`src/rtl/gpio_debounce.sv`:
```
// One GPIO input pin: synchronizer, tick-driven debounce counter, stable value and edge strobe.
module gpio_debounce #(
    parameter int unsigned SYNC_STAGES = 2,
    parameter int unsigned DB_WIDTH    = 4
) (
    input  logic                CLK,
    input  logic                nRST,
    input  logic                pad_in,
    input  logic                tick,
    input  logic                db_en,
    input  logic [DB_WIDTH-1:0] db_thresh,
    output logic                r_data,
    output logic                edge_pulse
);

    logic [SYNC_STAGES-1:0] sync_q, sync_d;
    logic                   sync_val;
    logic                   stable_q, stable_d;
    logic                   prev_q, prev_d;
    logic                   edge_q, edge_d;
    logic [DB_WIDTH-1:0]    dcnt_q, dcnt_d;
    logic [DB_WIDTH-1:0]    thr_m1;

    assign sync_val = sync_q[SYNC_STAGES-1];

    always_comb begin
        sync_d = {sync_q[SYNC_STAGES-2:0], pad_in};
        // A zero threshold behaves like one: accept on the first mismatching tick.
        thr_m1   = (db_thresh == '0) ? '0 : db_thresh - DB_WIDTH'(1);
        stable_d = stable_q;
        dcnt_d   = dcnt_q;
        if (!db_en) begin
            stable_d = sync_val;
            dcnt_d   = '0;
        end else if (tick) begin
            if (sync_val == stable_q) begin
                dcnt_d = '0;
            end else if (dcnt_q >= thr_m1) begin
                stable_d = sync_val;
                dcnt_d   = '0;
            end else if (dcnt_q != '1) begin
                dcnt_d = dcnt_q + DB_WIDTH'(1);
            end
        end
        prev_d = stable_q;
        edge_d = stable_q ^ prev_q;
    end

    always_ff @(posedge CLK) begin
        if (!nRST) begin
            sync_q   <= '0;
            stable_q <= 1'b0;
            prev_q   <= 1'b0;
            edge_q   <= 1'b0;
            dcnt_q   <= '0;
        end else begin
            sync_q   <= sync_d;
            stable_q <= stable_d;
            prev_q   <= prev_d;
            edge_q   <= edge_d;
            dcnt_q   <= dcnt_d;
        end
    end

    assign r_data     = stable_q;
    assign edge_pulse = edge_q;

endmodule

```
`src/rtl/gpio_pad_ctrl.sv`:
```
// Pad-side GPIO glue: registered tri-state drive plus conditioned, debounced pad inputs.
module gpio_pad_ctrl #(
    parameter int unsigned NUM_PINS    = 8,
    parameter int unsigned SYNC_STAGES = 2,
    parameter int unsigned DB_WIDTH    = 4,
    parameter int unsigned PRESCALE_W  = 8
) (
    input  logic                  CLK,
    input  logic                  nRST,
    input  logic [NUM_PINS-1:0]   w_data,
    input  logic [NUM_PINS-1:0]   en_data,
    output logic [NUM_PINS-1:0]   r_data,
    output logic [NUM_PINS-1:0]   edge_pulse,
    input  logic [NUM_PINS-1:0]   pad_in,
    output logic [NUM_PINS-1:0]   pad_out,
    output logic [NUM_PINS-1:0]   pad_oe,
    input  logic [NUM_PINS-1:0]   db_en,
    input  logic [DB_WIDTH-1:0]   db_thresh,
    input  logic [PRESCALE_W-1:0] prescale
);

    logic [PRESCALE_W-1:0] cnt_q, cnt_d;
    logic                  tick;
    logic [NUM_PINS-1:0]   pad_out_q, pad_out_d;
    logic [NUM_PINS-1:0]   pad_oe_q, pad_oe_d;

    always_comb begin
        // >= so that lowering prescale below the running count wraps at once.
        tick      = (cnt_q >= prescale);
        cnt_d     = tick ? '0 : cnt_q + PRESCALE_W'(1);
        pad_out_d = w_data;
        pad_oe_d  = en_data;
    end

    always_ff @(posedge CLK) begin
        if (!nRST) begin
            cnt_q     <= '0;
            pad_out_q <= '0;
            pad_oe_q  <= '0;
        end else begin
            cnt_q     <= cnt_d;
            pad_out_q <= pad_out_d;
            pad_oe_q  <= pad_oe_d;
        end
    end

    assign pad_out = pad_out_q;
    assign pad_oe  = pad_oe_q;

    for (genvar i = 0; i < NUM_PINS; i++) begin : g_pin
        gpio_debounce #(
            .SYNC_STAGES (SYNC_STAGES),
            .DB_WIDTH    (DB_WIDTH)
        ) u_debounce (
            .CLK        (CLK),
            .nRST       (nRST),
            .pad_in     (pad_in[i]),
            .tick       (tick),
            .db_en      (db_en[i]),
            .db_thresh  (db_thresh),
            .r_data     (r_data[i]),
            .edge_pulse (edge_pulse[i])
        );
    end

endmodule

```
`config.mk`:
```
export PLATFORM = sky130hd
export DESIGN_NAME = gpio_pad_ctrl
export DESIGN_NICKNAME = d
export VERILOG_FILES = /design/src/rtl/gpio_debounce.sv /design/src/rtl/gpio_pad_ctrl.sv
export SDC_FILE = /design/constraint.sdc
export NUM_CORES = 1
export LEC_CHECK = 0
export ABC_CLOCK_PERIOD_IN_PS = 5600
export CAP_MARGIN = 10
export CORE_ASPECT_RATIO = 1.4
export CORE_MARGIN = 10
export CORE_UTILIZATION = 35
export CTS_CLUSTER_DIAMETER = 50
export DETAILED_ROUTE_END_ITERATION = 6
export SLEW_MARGIN = 20
export SYNTH_ARGS = -nofsm -noshare
export SYNTH_HDL_FRONTEND = slang
export SYNTH_SLANG_ARGS = --single-unit
```
`constraint.sdc`:
```
create_clock -name CLK -period 5.6 [get_ports CLK]
set_clock_uncertainty 0.2 [all_clocks]
set_input_delay 0.84 -clock CLK [delete_from_list [all_inputs] [get_ports CLK]]
set_output_delay 0.84 -clock CLK [all_outputs]
set_load 0.02 [all_outputs]
```
==> impl_metrics.csv, run 1 <==
group,metric,value,unit
route,route.detailed.wl_per_inst,14.0,um
hold_path,holdPathEnd,"g_pin[2].u_debounce.sync_q[1]",
placement,place_ws,1.54,ns
global_route,grt_max_degree,58,
setup_path,crit_slowest_cell,"a21oi_1",
global_route,grt_pass1_vias,3931,
synth,yosysSeqAreaShare,40.1,%
clock_tree,cts_buffers,9,
route,drc,0,
power,power.density,265,nW/um^2
hold_path,hp-class,"reg -> reg",
timing,drv_slew,0,
job,maxCapViolations,0,
placement,gp_congestion,0.775,
floorplan,core_area,13400,sq um
setup_path,reg2reg_slack,3.00,ns
placement,dp_hpwl,7990,um
placement,place_area,5630,sq um
cells_and_area,area_delta_synth_final,24.9,%
timing,finalCritPeriodShare,66.0,%
clock_tree,cts.sinks,96,
floorplan,dieHeight,159,um
synth,synth.distinct_cells,34,
global_route,grt_usage,11.5,%
power,p_int,1230,uW
power,leakage,0.00248,uW
synth,synthesis.nets,624,
route,ant_nets,0,
timing,finalSetupViolCount,0,
cells_and_area,final_cell_mix,"dfxtp_1, clkdlybuf4s50_1, nand3_1",
synth,synth-main-ff-cell,"dfxtp_1",
global_route,gr-total-overflow,0,
synth,async_flop_share,0,%
cells_and_area,design_area,5990,sq um
cells_and_area,utilization,44.8,%
setup_path,cp_max_fo,8,
cells_and_area,fin_nets,684,
hold_path,worstHoldPathCells,1,
setup_path,ff2ff_path_depth,7,
clock_tree,clockBufferDepth,2,
setup_path,crit_chain,"clkdlybuf4s50_1 -> nor2_1 -> o21a_1 -> a21oi_1 -> ha_1 -> a2111o_1 -> a21oi_1 -> o21ai_0 -> a211oi_1",
hold_path,min-delay-start,"g_pin[2].u_debounce.sync_q[0]",
timing,hold_viol_final,0,
setup_path,r2r_end,"g_pin[6].u_debounce.r_data",
route,first_iter_violations,180,
power,clkPwrFrac,45.2,%
route,vias,3936,
synth,syn_area_per_cell,9.07,sq um
floorplan,rows,50,
cells_and_area,final_common_cell,"dfxtp_1",
timing,clock.fmax,270,MHz
clock_tree,worstSkewPairLatency,0.34,ns
floorplan,io_pins,78,
power,p_switching,365,uW
clock_tree,cts-root-buf,"clkbuf_16",
synth,synth-seq-cells,96,
outcome,outcome,"finished clean",
setup_path,r2r-start,"cnt_q[0]",
timing,worst_slack,1.90,ns
clock_tree,cts_hold_buf,0,
synth,synth_edf_count,0,
power,swShare,23.0,%
setup_path,critPathArrivalTime,3.74,ns
synth,synthesis.area,4800,sq um
timing,max-slew-margin-rel,36.4,%
global_route,grt_pass1_wl,18200,um
cells_and_area,diodes,0,
timing,period_needed,3.70,ns
timing,tightest_slew,0.928,ns
timing,fin_tns_setup,0,ns
clock_tree,clkSlewWorstSetupHoldPaths,0.07,ns
setup_path,cpPeakStageDelay,0.69,ns
route,wl,10900,um
clock_tree,htreeDepth,3,
timing,rsz0062_at_grt,"no",
setup_path,critical_path_class,"in -> reg",
cells_and_area,fill_cells,1313,
setup_path,cp-start-kind,"input pin",
route,first_pass_iters,5,
power,pwr-share-comb,10.3,%
synth,synth_cells,529,
setup_path,endpoint_kind,"flop",
cells_and_area,drive_gt1_share,4.38,%
setup_path,cp_data_required_time,5.64,ns
synth,yosysWarningCount,0,
route,vias_per_cell,5.07,
clock_tree,cts_tree,"yes",
floorplan,die-area,18900,sq um
power,ir_drop,0.000185,V
clock_tree,cts_setup_buffers,0,
setup_path,cp_common_cell,"a21oi_1",
floorplan,start_util,35.8,%
power,pwr-share-seq,44.5,%
clock_tree,ctsResizeCount,0,
floorplan,die_x,119,um
placement,port_buffers,77,
global_route,antenna_found_initial,0,
## state kept, by name, summed over array words and instances (netlist names)
register	count
cnt_q	8
g_pin.u_debounce.dcnt_q	32
g_pin.u_debounce.edge_pulse	8
g_pin.u_debounce.prev_q	8
g_pin.u_debounce.r_data	8
g_pin.u_debounce.sync_q	16
pad_oe	8
pad_out	8
## synth_stat cells (11+ instances only)
cell type | n | area [sq um]
xnor2_1 | 12 | 105
a21oi_1 | 35 | 175
nand2b_1 | 16 | 100
nor2_1 | 11 | 41.3
o21ai_0 | 22 | 110
and3_1 | 11 | 68.8
and2_1 | 40 | 250
o22ai_1 | 16 | 100
clkbuf_1 | 12 | 45.0
dfxtp_1 | 96 | 1920
buf_4 | 17 | 128
nand3_1 | 52 | 260
ha_1 | 49 | 613
nand2_1 | 42 | 158
inv_1 | 24 | 90.1
## power groups by stage
stage / logic, uW / registers [uW] / clock network [uW]
6_report: 164 / 708 / 718
2_1_floorplan: 87.4 / 730 / 0
3_5_place_dp: 165 / 724 / 0
4_1_cts: 167 / 708 / 739
3_3_place_gp: 161 / 723 / 0
5_1_grt: 183 / 709 / 765
## worst max path at each step
stage | startpoint | endpoint | slack [ns]
6_report | db_thresh[1] | g_pin[3].u_debounce.dcnt_q[2] | 1.90
4_1_cts | db_thresh[1] | g_pin[3].u_debounce.dcnt_q[2] | 1.90
2_1_floorplan | db_thresh[3] | g_pin[0].u_debounce.dcnt_q[2] | 2.69
3_3_place_gp | db_thresh[1] | g_pin[7].u_debounce.dcnt_q[2] | 1.72
5_1_grt | db_thresh[1] | g_pin[3].u_debounce.dcnt_q[2] | 1.71
3_5_place_dp | db_thresh[1] | g_pin[0].u_debounce.dcnt_q[2] | 1.54
## cell type report
| class | instances | area (sq um) | share of cell area (%) |
|---|---|---|---|
| sequential | 96 | 1920 | 32.1 |
| timing repair buffer | 81 | 803 | 13.4 |
| inverter | 24 | 90.1 | 1.50 |
| tap | 182 | 228 | 3.80 |
| clock buffer | 9 | 225 | 3.76 |
| multi-input combinational | 377 | 2600 | 43.4 |
| clock inverter | 7 | 125 | 2.09 |
## metrics by stage
stage / total power, uW / std cells / hold WS [ns]
global route: 1660 / 776 / 0.252
detailed placement: 889 / 759 / 0.222
global placement: 884 / 759 / 0.220
CTS: 1610 / 775 / 0.237
floorplan: 817 / 529 / 0.212
finish: 1590 / 776 / 0.230
## logic make-up after synthesis
logic type	count (synthesis)	synth area share, %
compound gates	106	14.5
xor+xnor	22	4.02
fa+ha+maj	49	12.8
buf+inv	56	5.92
flops	96	40.1
mux	9	1.88
simple gates	191	20.9
## routing by layer
metal	track usage (%)	up-vias	share of wire, %
li1	-	1985	-
met1	12.9	1833	44
met2	20.4	110	49
met3	3.65	8	6.6
met4	3.79	0	1.1
met5	0	-	0
## worst max-delay path, delay by kind of cell
| family | cells | cell delay, ns |
|---|---|---|
| buffers and inverters | 1 | 0.53 |
| AND/OR/NAND/NOR | 1 | 0.09 |
| AO/OA/AOI/OAI | 6 | 1.89 |
| adder cells (fa/ha/maj) | 1 | 0.38 |
Power figures use the tool's default switching activity.
==> inputs of run 2 (changes only) <==
--- a/config.mk
+++ b/config.mk
@@ -5,7 +5,7 @@
 export SDC_FILE = /design/constraint.sdc
 export NUM_CORES = 1
 export LEC_CHECK = 0
-export ABC_CLOCK_PERIOD_IN_PS = 5600
+export ABC_CLOCK_PERIOD_IN_PS = 3000
 export CAP_MARGIN = 10
 export CORE_ASPECT_RATIO = 1.4
 export CORE_MARGIN = 10
==> constraint.sdc (replaced) <==
create_clock -name CLK -period 3 [get_ports CLK]
set_clock_uncertainty 0.2 [all_clocks]
set_input_delay 0.45 -clock CLK [delete_from_list [all_inputs] [get_ports CLK]]
set_output_delay 0.45 -clock CLK [all_outputs]
set_load 0.02 [all_outputs]
==> run 2 against run 1 <==
Power up 79%. Via count down 1.3%. First-iteration DRC count down 18%. Utilization up 0.33 points. Hold slack better by 0.0038 ns. Non-clock buffer count up 5. Final cell count up 0.64%. Die area unchanged. Largest power group is now registers.
==> impl_metrics.csv, run 2 (synthesis results as in run 1) <==
group,metric,value,unit
placement,gp_congestion,0.796,
route,drc,0,
power,p_int,2150,uW
setup_path,endpoint_kind,"flop",
cells_and_area,largest_register,"g_pin.u_debounce.dcnt_q",
route,first_iter_violations,147,
power,pwr-share-comb,11.1,%
power,p_switching,689,uW
timing,fin_hold_ws,0.234,ns
global_route,grt_pass1_wl,18300,um
timing,period_needed,2.79,ns
floorplan,core_area,13400,sq um
global_route,antenna_found_initial,0,
floorplan,start_util,35.8,%
setup_path,cp-start-kind,"input pin",
clock_tree,cts.sinks,96,
cells_and_area,fin_nets,689,
route,route.met2.wl,5000,um
power,pwr-share-seq,46.4,%
global_route,grt_max_degree,48,
global_route,grt_usage,11.7,%
floorplan,rows,50,
power,swShare,24.2,%
placement,place_ws,-0.588,ns
route,vias,3883,
timing,hold_viol_final,0,
clock_tree,clkSlewWorstSetupHoldPaths,0.07,ns
route,ant_nets,0,
setup_path,crit_chain,"clkdlybuf4s50_1 -> nor3_2 -> nor2_4 -> ha_1 -> nand2b_1 -> a2111o_1 -> a21oi_1 -> o21ai_0 -> a211oi_1",
cells_and_area,final_common_cell,"dfxtp_1",
route,wl,10800,um
timing,finalCritPeriodShare,93.2,%
clock_tree,cts_hold_buf,0,
clock_tree,cts_tree,"yes",
cells_and_area,register_area,1920,sq um
cells_and_area,area_delta_synth_final,25.8,%
clock_tree,cts-root-buf,"clkbuf_16",
setup_path,cp_data_required_time,3.05,ns
route,first_pass_iters,5,
setup_path,cpPeakStageDelay,0.53,ns
setup_path,critPathArrivalTime,2.85,ns
route,vias_per_cell,4.97,
floorplan,io_pins,78,
timing,finalSetupViolCount,0,
cells_and_area,final_cell_mix,"dfxtp_1, clkdlybuf4s50_1, nand3_1",
hold_path,hp-class,"reg -> reg",
timing,clock.fmax,358,MHz
cells_and_area,fill_cells,1293,
power,power.density,471,nW/um^2
cells_and_area,multiInputGateArea,2610,sq um
route,wl_met1,4900,um
power,ir_drop,0.000345,V
timing,worst_slack,0.205,ns
power,clkPwrFrac,42.4,%
power,leakage,0.00251,uW
route,route.detailed.wl_per_inst,13.8,um
cells_and_area,reg.largest.list,"g_pin.u_debounce.dcnt_q: 32 flops, g_pin.u_debounce.sync_q: 16 flops",
cells_and_area,largest_register_ffs,32,
setup_path,crit_slowest_cell,"clkdlybuf4s50_1",
timing,drv_slew,0,
outcome,outcome,"finished clean",
floorplan,die-area,18900,sq um
job,maxCapViolations,0,
route,routed.top_layer,"met4",
cells_and_area,diodes,0,
timing,max-slew-margin-rel,61.3,%
setup_path,cp_max_fo,8,
timing,tightest_slew,0.581,ns
clock_tree,cts_buffers,9,
route,wl_met3,648,um
placement,dp_hpwl,7900,um
floorplan,die_x,119,um
cells_and_area,drive_gt1_share,5.51,%
floorplan,dieHeight,159,um
clock_tree,cts_setup_buffers,0,
clock_tree,htreeDepth,3,
clock_tree,clockBufferDepth,2,
placement,port_buffers,77,
clock_tree,ctsResizeCount,1,
global_route,gr-total-overflow,0,
global_route,grt_pass1_vias,3988,
clock_tree,worstSkewPairLatency,0.34,ns
setup_path,critical_path_class,"in -> reg",
timing,rsz0062_at_grt,"no",
run 2: routing by layer:
| layer | global-route usage [%] | vias to the layer above |
|---|---|---|
| met4 | 5.36 | 0 |
| li1 | - | 1985 |
| met5 | 0 | - |
| met2 | 19.8 | 93 |
| met1 | 13.4 | 1783 |
| met3 | 3.40 | 22 |
run 2: cell type report:
type,instances,area share [%]
well taps,182,3.77
multi-input cells,377,43.3
clock buffers,10,3.96
flip-flops and latches,96,31.8
clock inverters,6,1.24
inverters,24,1.49
repair buffers,86,14.4
run 2: path summary, 6_finish.rpt:
check                                start  depth (start not counted)  slack (ns)                             to
min          g_pin[7].u_debounce.sync_q[0]                          1        0.23  g_pin[7].u_debounce.sync_q[1]
max reg2reg                       cnt_q[0]                          8        0.65     g_pin[6].u_debounce.r_data
min reg2reg  g_pin[7].u_debounce.sync_q[0]                          1        0.23  g_pin[7].u_debounce.sync_q[1]
max                           db_thresh[3]                          9        0.21  g_pin[0].u_debounce.dcnt_q[2]
run 2: critical path, delay by kind of cell:
kind	cells	cell delay, ns
buf+inv	1	0.53
simple gates	3	0.47
compound gates	4	1.10
fa+ha+maj	1	0.29
run 2: through the flow:
step           instances  TNS [ns]  utilization [%]  cell area [sq um]  total power, uW
3_5_place_dp         765    -18.36             42.7               5710             1670
5_1_grt              781         0             45.1               6040             2980
4_1_cts              781         0             45.0               6030             2890
3_3_place_gp         765    -13.85             42.7               5710             1660
6_report             781         0             45.1               6040             2840
2_1_floorplan        529         0                -               4800             1530
run 2: power by group through the flow:
stage	registers [uW]	clock network [uW]	logic, uW
after floorplan	1360	0	163
after global routing	1320	1300	355
after CTS	1320	1250	321
after detailed placement	1350	0	319
final	1320	1210	317
after global placement	1350	0	310
